`src/rtl/irq_request_latch.sv`:
```
// Interrupt request front end: synchronises raw irq lines, latches them as pending,
// masks them for the priority encoder and hands out one grant at a time over valid/ack.
module irq_request_latch #(
  parameter bit EDGE        = 1'b1,
  parameter int SYNC_STAGES = 2
) (
  input  logic       clk,
  input  logic       rst_n,
  input  logic [7:0] irq_in,
  input  logic [7:0] mask,
  input  logic       ack,
  output logic [7:0] pend_o,
  output logic       pend_any,
  output logic       req_valid,
  output logic [2:0] req_idx
);

  typedef enum logic [1:0] {
    IDLE    = 2'd0,
    PRESENT = 2'd1,
    GAP     = 2'd2
  } state_t;

  function automatic logic [2:0] prio_idx(input logic [7:0] v);
    logic [2:0] idx;
    casez (v)
      8'b1???????: idx = 3'd7;
      8'b01??????: idx = 3'd6;
      8'b001?????: idx = 3'd5;
      8'b0001????: idx = 3'd4;
      8'b00001???: idx = 3'd3;
      8'b000001??: idx = 3'd2;
      8'b0000001?: idx = 3'd1;
      default:     idx = 3'd0;
    endcase
    return idx;
  endfunction

  function automatic logic [7:0] idx_onehot(input logic [2:0] idx);
    return 8'd1 << idx;
  endfunction

  logic [SYNC_STAGES-1:0][7:0] sync_q;
  logic [7:0]                  s_d_q;
  logic [SYNC_STAGES:0]        prime_q;
  logic [7:0]                  pend_q, pend_d;
  logic [7:0]                  pend_o_q;
  logic                        pend_any_q;
  logic                        req_valid_q, req_valid_d;
  logic [2:0]                  req_idx_q, req_idx_d;
  state_t                      state_q, state_d;

  logic [7:0] s_s;
  logic [7:0] rise_s;
  logic [7:0] clr_s;
  logic [7:0] pend_masked_s;

  assign s_s           = sync_q[SYNC_STAGES-1];
  assign pend_masked_s = pend_q & mask;

  // Synchroniser chain, edge-history flop and warm-up shift register.
  always_ff @(posedge clk or negedge rst_n) begin
    if (!rst_n) begin
      sync_q  <= '0;
      s_d_q   <= 8'h00;
      prime_q <= '0;
    end else begin
      sync_q[0] <= irq_in;
      for (int i = 1; i < SYNC_STAGES; i++) begin
        sync_q[i] <= sync_q[i-1];
      end
      s_d_q   <= s_s;
      prime_q <= {prime_q[SYNC_STAGES-1:0], 1'b1};
    end
  end

  // Rising edges only count once the history flop holds a real sample, so a
  // line already high when reset releases is not mistaken for a new request.
  always_comb begin
    if (prime_q[SYNC_STAGES]) begin
      rise_s = s_s & ~s_d_q;
    end else begin
      rise_s = 8'h00;
    end
  end

  // Grant FSM next state: grant is frozen while presented, one settle cycle after ack.
  always_comb begin
    state_d     = state_q;
    req_valid_d = req_valid_q;
    req_idx_d   = req_idx_q;
    clr_s       = 8'h00;
    case (state_q)
      IDLE: begin
        if (|pend_masked_s) begin
          req_idx_d   = prio_idx(pend_masked_s);
          req_valid_d = 1'b1;
          state_d     = PRESENT;
        end else begin
          req_valid_d = 1'b0;
          state_d     = IDLE;
        end
      end
      PRESENT: begin
        if (ack) begin
          req_valid_d = 1'b0;
          state_d     = GAP;
          if (EDGE) begin
            clr_s = idx_onehot(req_idx_q);
          end else begin
            clr_s = 8'h00;
          end
        end else begin
          req_valid_d = 1'b1;
          state_d     = PRESENT;
        end
      end
      GAP: begin
        req_valid_d = 1'b0;
        state_d     = IDLE;
      end
      default: begin
        req_valid_d = 1'b0;
        state_d     = IDLE;
      end
    endcase
  end

  // Pending next state; a coincident set beats the ack clear.
  always_comb begin
    if (EDGE) begin
      pend_d = (pend_q & ~clr_s) | rise_s;
    end else begin
      pend_d = s_s;
    end
  end

  // State, pending and registered output flops.
  always_ff @(posedge clk or negedge rst_n) begin
    if (!rst_n) begin
      state_q     <= IDLE;
      pend_q      <= 8'h00;
      pend_o_q    <= 8'h00;
      pend_any_q  <= 1'b0;
      req_valid_q <= 1'b0;
      req_idx_q   <= 3'd0;
    end else begin
      state_q     <= state_d;
      pend_q      <= pend_d;
      pend_o_q    <= pend_masked_s;
      pend_any_q  <= |pend_masked_s;
      req_valid_q <= req_valid_d;
      req_idx_q   <= req_idx_d;
    end
  end

  assign pend_o    = pend_o_q;
  assign pend_any  = pend_any_q;
  assign req_valid = req_valid_q;
  assign req_idx   = req_idx_q;

endmodule

```
`config.mk`:
```
export PLATFORM = sky130hd
export DESIGN_NAME = irq_request_latch
export DESIGN_NICKNAME = d
export VERILOG_FILES = /design/src/rtl/irq_request_latch.sv
export SDC_FILE = /design/constraint.sdc
export NUM_CORES = 1
export LEC_CHECK = 0
export ABC_AREA = 1
export CAP_MARGIN = 10
export CORE_ASPECT_RATIO = 1.1
export CORE_UTILIZATION = 40
export CTS_BUF_LIST = sky130_fd_sc_hd__clkbuf_4
export CTS_CLUSTER_DIAMETER = 50
export DETAILED_ROUTE_END_ITERATION = 6
export PLACE_DENSITY = 0.65
export REMOVE_ABC_BUFFERS = 1
export SLEW_MARGIN = 20
export SYNTH_ARGS = -nofsm -noshare
export SYNTH_HDL_FRONTEND = slang
export SYNTH_SLANG_ARGS = --single-unit
```
`constraint.sdc`:
```
create_clock -name clk -period 1.25 [get_ports clk]
set_input_delay 0.125 -clock clk [delete_from_list [all_inputs] [get_ports clk]]
set_output_delay 0.125 -clock clk [all_outputs]
set_load 0.01 [all_outputs]
```
Word-level counts from Yosys, hierarchy flattened --
Cells that the tools add are included.
Word-level totals: register bits after elaboration 50, latch bits 0, RAM bits 0, memory bits (read-only) 0, bits of input ports 19, memories kept 0
Cells by class: $add $sub $neg 0, multiply operators 0, divide/modulo/power cells 0, order comparisons 0, equality and inequality tests 7, shift operators 1, multiplexer cells 10, bitwise gates (word level) 6, reductions and logical operators 3
Operators by type and width (number):
- $and A8 B8 Y8 | 3
- $mux W8 | 3
- $pmux W3 S7 | 1
- $not A8 Y8 | 2
- $or A8 B8 Y8 | 1
- $reduce_or A8 Y1 | 1
- $shl A1 B3 Y8 const A | 1
- $eq A7 B1 Y1 const B | 1
- $eq A6 B1 Y1 const B | 1
- $eq A5 B1 Y1 const B | 1
- $eq A2 B1 Y1 const B | 2
- $eq A4 B1 Y1 const B | 1
- $pmux W2 S2 | 1
- $eq A3 B1 Y1 const B | 1
- $mux W1 | 3
- $logic_not A2 Y1 | 1
- $mux W2 | 1
- $pmux W1 S2 | 1
- $reduce_and A2 Y1 | 1

Logic depth before layout (Yosys ltp) --
Gate-level depths: netlist of the first run.
depth in word-level cells 6, mapped depth 7

Least setup slack after synthesis of the first run --
Ideal clock, no wire load.
path kind flip-flop to flip-flop, from register state_q[0], to register pend_q[6], library setup time 0.128 ns, data arrival time 0.873 ns, setup slack 0.249 ns, stages on the path, launching flop included 6, period minus slack after synthesis 1.001 ns, cell sequence dfrtp_1 > inv_1 > nor2_1 > nand2_1 > o21ai_0 > o31ai_1
On the way: cells in the longest elaborated chain, start to end 5
Ends and longest elaborated chain:
- start: declaration | RTL line 51 | state_t state_q, state_d;
- start signal: assignment | RTL line 148 | state_q <= state_d;
- $eq A2 B1 Y1 | RTL line 93 | case (state_q)
- $mux W8 | RTL line 93
- $not A8 Y8 | RTL line 132 | pend_d = (pend_q & ~clr_s) | rise_s;
- $and A8 B8 Y8 | RTL line 132
- $or A8 B8 Y8 | RTL line 132
- net pend_d[6] | RTL line 46 | logic [7:0] pend_q, pend_d;
- end signal: assignment | RTL line 149 | pend_q <= pend_d;
- end: declaration | RTL line 46
The timed path passes the listed nets, and every way through them passes these cells. A chain may end at the register's enable or synchronous reset.

Worst setup path after layout of the first run --
from register req_idx_q[1] (netlist: req_idx[1]), to output port req_idx[1]
RTL lines:
- start: declaration | RTL line 50 | logic [2:0] req_idx_q, req_idx_d;
- start signal: assignment | RTL line 153 | req_idx_q <= req_idx_d;
- end: declaration | RTL line 15 | output logic [2:0] req_idx
No word-level cell between the ends.

==> flow_metrics.env, run 1 <==
export IMPL_grt_overflow=0
export IMPL_wl_met2_um=1320
export IMPL_clockBufferDepth=2
export IMPL_cap_viol_max_count=0
export IMPL_syn_to_final_growth_pct=29.2
export IMPL_core_area_sq_um=3930
export IMPL_switching_share_pct=32.3
export IMPL_antenna_left=0
export IMPL_syn_inst=139
export IMPL_yosysWarnings=0
export IMPL_synth_area_sq_um=1640
export IMPL_cts_root_buf="clkbuf_4"
export IMPL_gp_congestion=0.907
export IMPL_drt_vias_per_instance=4.60
export IMPL_io_buffer_count=31
export IMPL_drtIter0Drc=29
export IMPL_seq_power_share_pct=52.0
export IMPL_clkLatencyLatePin_ns=0.35
export IMPL_path_cells="dlygate4sd2_1"
export IMPL_top_layer="met4"
export IMPL_grt_start_max_net_pins=50
export IMPL_first_global_vias=1119
export IMPL_vias=1085
export IMPL_leakagePower_nw=1.02
export IMPL_hp_class="input port to flop"
export IMPL_synth_top_cell_area_share_pct=74.8
export IMPL_hpwl_um=1840
export IMPL_drive_gt1_share_pct=15.8
export IMPL_wl_met1_um=999
export IMPL_min_period_over_period_pct=95.1
export IMPL_die_width_um=63.0
export IMPL_reg2reg_to="pend_q[6]$_DFF_PN0_"
export IMPL_ir_worst_vdd_mv=0.916
export IMPL_switchingPower_mw=1.25
export IMPL_final_core_util_pct=53.8
export IMPL_syn_avg_cell_area_sq_um=11.8
export IMPL_finalSetupViolations=0
export IMPL_fp_dieH_um=69.1
export IMPL_worst_path_buf_inv=1
export IMPL_worstHoldStart="irq_in[6]"
export IMPL_cpMaxStageDelayCell="dfrtp_2"
export IMPL_combPwrFrac_pct=30.4
export IMPL_fin_cells=236
export IMPL_powerDensity_nw_per_um2=1820
export IMPL_routedWlPerCell_um=10.9
export IMPL_ys_types=14
export IMPL_r2r_cells=5
export IMPL_finalWirelength_um=2570
export IMPL_cts_buffers=5
export IMPL_reg2reg_from="req_idx[0]$_DFFE_PN0P_"
export IMPL_critical_path_top_delay_family="flip-flops"
export IMPL_grt_pass1_wl_um=4590
export IMPL_critPathLaunchType="flop"
export IMPL_hold_end="sync_q[6]$_DFF_PN0_"
export IMPL_fmax_mhz=842
export IMPL_maxSlewViolCount=0
export IMPL_reg2reg_slack_ns=0.11
export IMPL_antenna_found_initial=0
export IMPL_end_kind="output port"
export IMPL_critPathMaxStageDelay_ns=0.43
export IMPL_drt_pass1_iterations=4
export IMPL_skew_ns=0.00543
export IMPL_cp_max_fo=2
export IMPL_cp_data_arrival_time_ns=1.06
export IMPL_dp_cells=223
export IMPL_cts_sinks=49
export IMPL_p_int_mw=2.61
export IMPL_seq_area_frac_synth_pct=74.8
export IMPL_die_area_sq_um=4360
export IMPL_synth_seq_cells=49
export IMPL_p_clk_share_pct=17.6
export IMPL_critical_path_class="flop to output port"
export IMPL_drc_errors=0
export IMPL_period_minus_slack_ns=1.19
export IMPL_grt_use_total_pct=14.0
export IMPL_final_nets=202
export IMPL_initial_core_util_pct=41.7
export IMPL_hold_violations=0
export IMPL_cts_reportedPaths_clkPinSlew_ns=0.12
export IMPL_whs_path_depth=1
export IMPL_cts_htree_levels=2
export IMPL_yosys_top_cells_area="dfrtp_1, nand2_1, inv_1"
export IMPL_rows=24
export IMPL_num_io_pins=32
export IMPL_required_ns=1.12
export IMPL_diodes=0
export IMPL_cts_tree="built"
export IMPL_met3WireLength_um=138
export IMPL_outcome="complete, no violations"
export IMPL_synth_top_cell_by_area="dfrtp_1"
Yosys cell counts:
cell type,instances
a21oi_1,2
conb_1,1
dfrtp_1,49
inv_1,16
nand2_1,30
nand2_2,6
nand2_4,2
nand3_1,10
nor2_1,9
nor2_2,1
nor2_4,1
o21ai_0,9
o21ai_1,1
o31ai_1,2
per-stage QoR:
step | TNS (ns) | setup slack (ns) | hold slack [ns] | instance area [sq um] | power [mW]
5_1_grt | -0.0618 | -0.0244 | 0.166 | 2120 | 4.14
6_report | 0 | 0.0618 | 0.196 | 2120 | 3.86
2_1_floorplan | 0 | 0.249 | -0.171 | 1640 | 2.66
3_3_place_gp | 0 | 0.0194 | 0.124 | 2030 | 3.14
3_5_place_dp | -0.0287 | -0.0165 | 0.126 | 2030 | 3.18
4_1_cts | 0 | 0.0479 | 0.178 | 2110 | 3.87
logic make-up after synthesis:
| logic type | count (synthesis) | synth area share (%) |
|---|---|---|
| and+or+nand+nor | 59 | 16.7 |
| DFF | 49 | 74.8 |
| buffers and inverters | 16 | 3.66 |
| AOI/OAI and AO/OA | 14 | 4.58 |
| other | 1 | 0.229 |
cell type report:
cell class / count / area, sq um
Sequential cell: 49 / 1230
Inverter: 16 / 60.1
Clock buffer: 6 / 45.0
Fill cell: 347 / 1820
Timing Repair Buffer: 37 / 349
Tap cell: 52 / 65.1
Multi-Input combinational cell: 74 / 358
Clock inverter: 2 / 10.0
registers in the layout, summed over array words and instances (netlist names):
| signal | cells |
|---|---|
| pend_any | 1 |
| state_q | 2 |
| s_d_q | 8 |
| pend_o | 8 |
| pend_q | 8 |
| s_s | 8 |
| req_idx | 3 |
| sync_q | 8 |
| prime_q | 3 |
cell usage in the layout, fill, tap and decap left out:
cell             netlist  layout
a21oi_1                2       2
nor2_2                 1       2
nor2_4                 1       1
clkbuf_4               0       6
nand2_2                6       7
clkinv_2               0       2
nand2_4                2       2
dlygate4sd3_1          0       1
buf_2                  0       1
dlygate4sd2_1          0      13
nand3_1               10      10
nor2_1                 9       8
inv_1                 16      16
o21ai_0                9       9
o21ai_1                1       1
nand2_1               30      29
conb_1                 1       1
buf_12                 0       1
dfrtp_2                0       3
dfrtp_1               49      46
clkdlybuf4s50_1        0      17
buf_4                  0       4
o31ai_1                2       2
worst max path at each step:
stage / from / to / slack [ns] / depth (start not counted)
CTS: req_idx[1]$_DFFE_PN0P_ / req_idx[1] / 0.05 / 1
floorplan: state_q[0]$_DFF_PN0_ / pend_q[6]$_DFF_PN0_ / 0.25 / 5
global placement: mask[4] / req_idx[2]$_DFFE_PN0P_ / 0.02 / 8
global route: state_q[0]$_DFF_PN0_ / pend_q[5]$_DFF_PN0_ / -0.02 / 6
finish: req_idx[1]$_DFFE_PN0P_ / req_idx[1] / 0.06 / 1
detailed placement: mask[4] / req_idx[0]$_DFFE_PN0P_ / -0.02 / 7
timing repair:
| action | 4_1_cts | 5_1_grt |
|---|---|---|
| gates resized for setup | 16 | 2 |
| hold endpoints to repair | 49 | 0 |
| hold buffers | 1 | 0 |
| setup endpoints to repair | 13 | 6 |
| buffers inserted | 4 | 0 |
power by group through the flow:
stage	sequential, mW	combinational, mW	clock [mW]
final	2.01	1.17	0.678
after global placement	2.11	1.04	0
after CTS	2.01	1.15	0.705
after detailed placement	2.12	1.06	0
after floorplan	2.14	0.523	0
after global routing	2.05	1.32	0.777
layer usage:
layer  vias up  GRT usage [%]
li1        524              -
met1       505           15.5
met2        44           22.7
met3        12           3.64
met4         0           11.1
met5         -              0
No activity file was read; power rests on OpenSTA's default activity.
==> run 2: changes to the inputs <==
--- a/config.mk
+++ b/config.mk
@@ -6,7 +6,6 @@
 export NUM_CORES = 1
 export LEC_CHECK = 0
 export ABC_AREA = 1
-export CAP_MARGIN = 10
 export CORE_ASPECT_RATIO = 1.1
 export CORE_UTILIZATION = 40
 export CTS_BUF_LIST = sky130_fd_sc_hd__clkbuf_4
==> results of run 2 <==
Same layout as run 1: the final DEF is identical, and so are final timing and power.
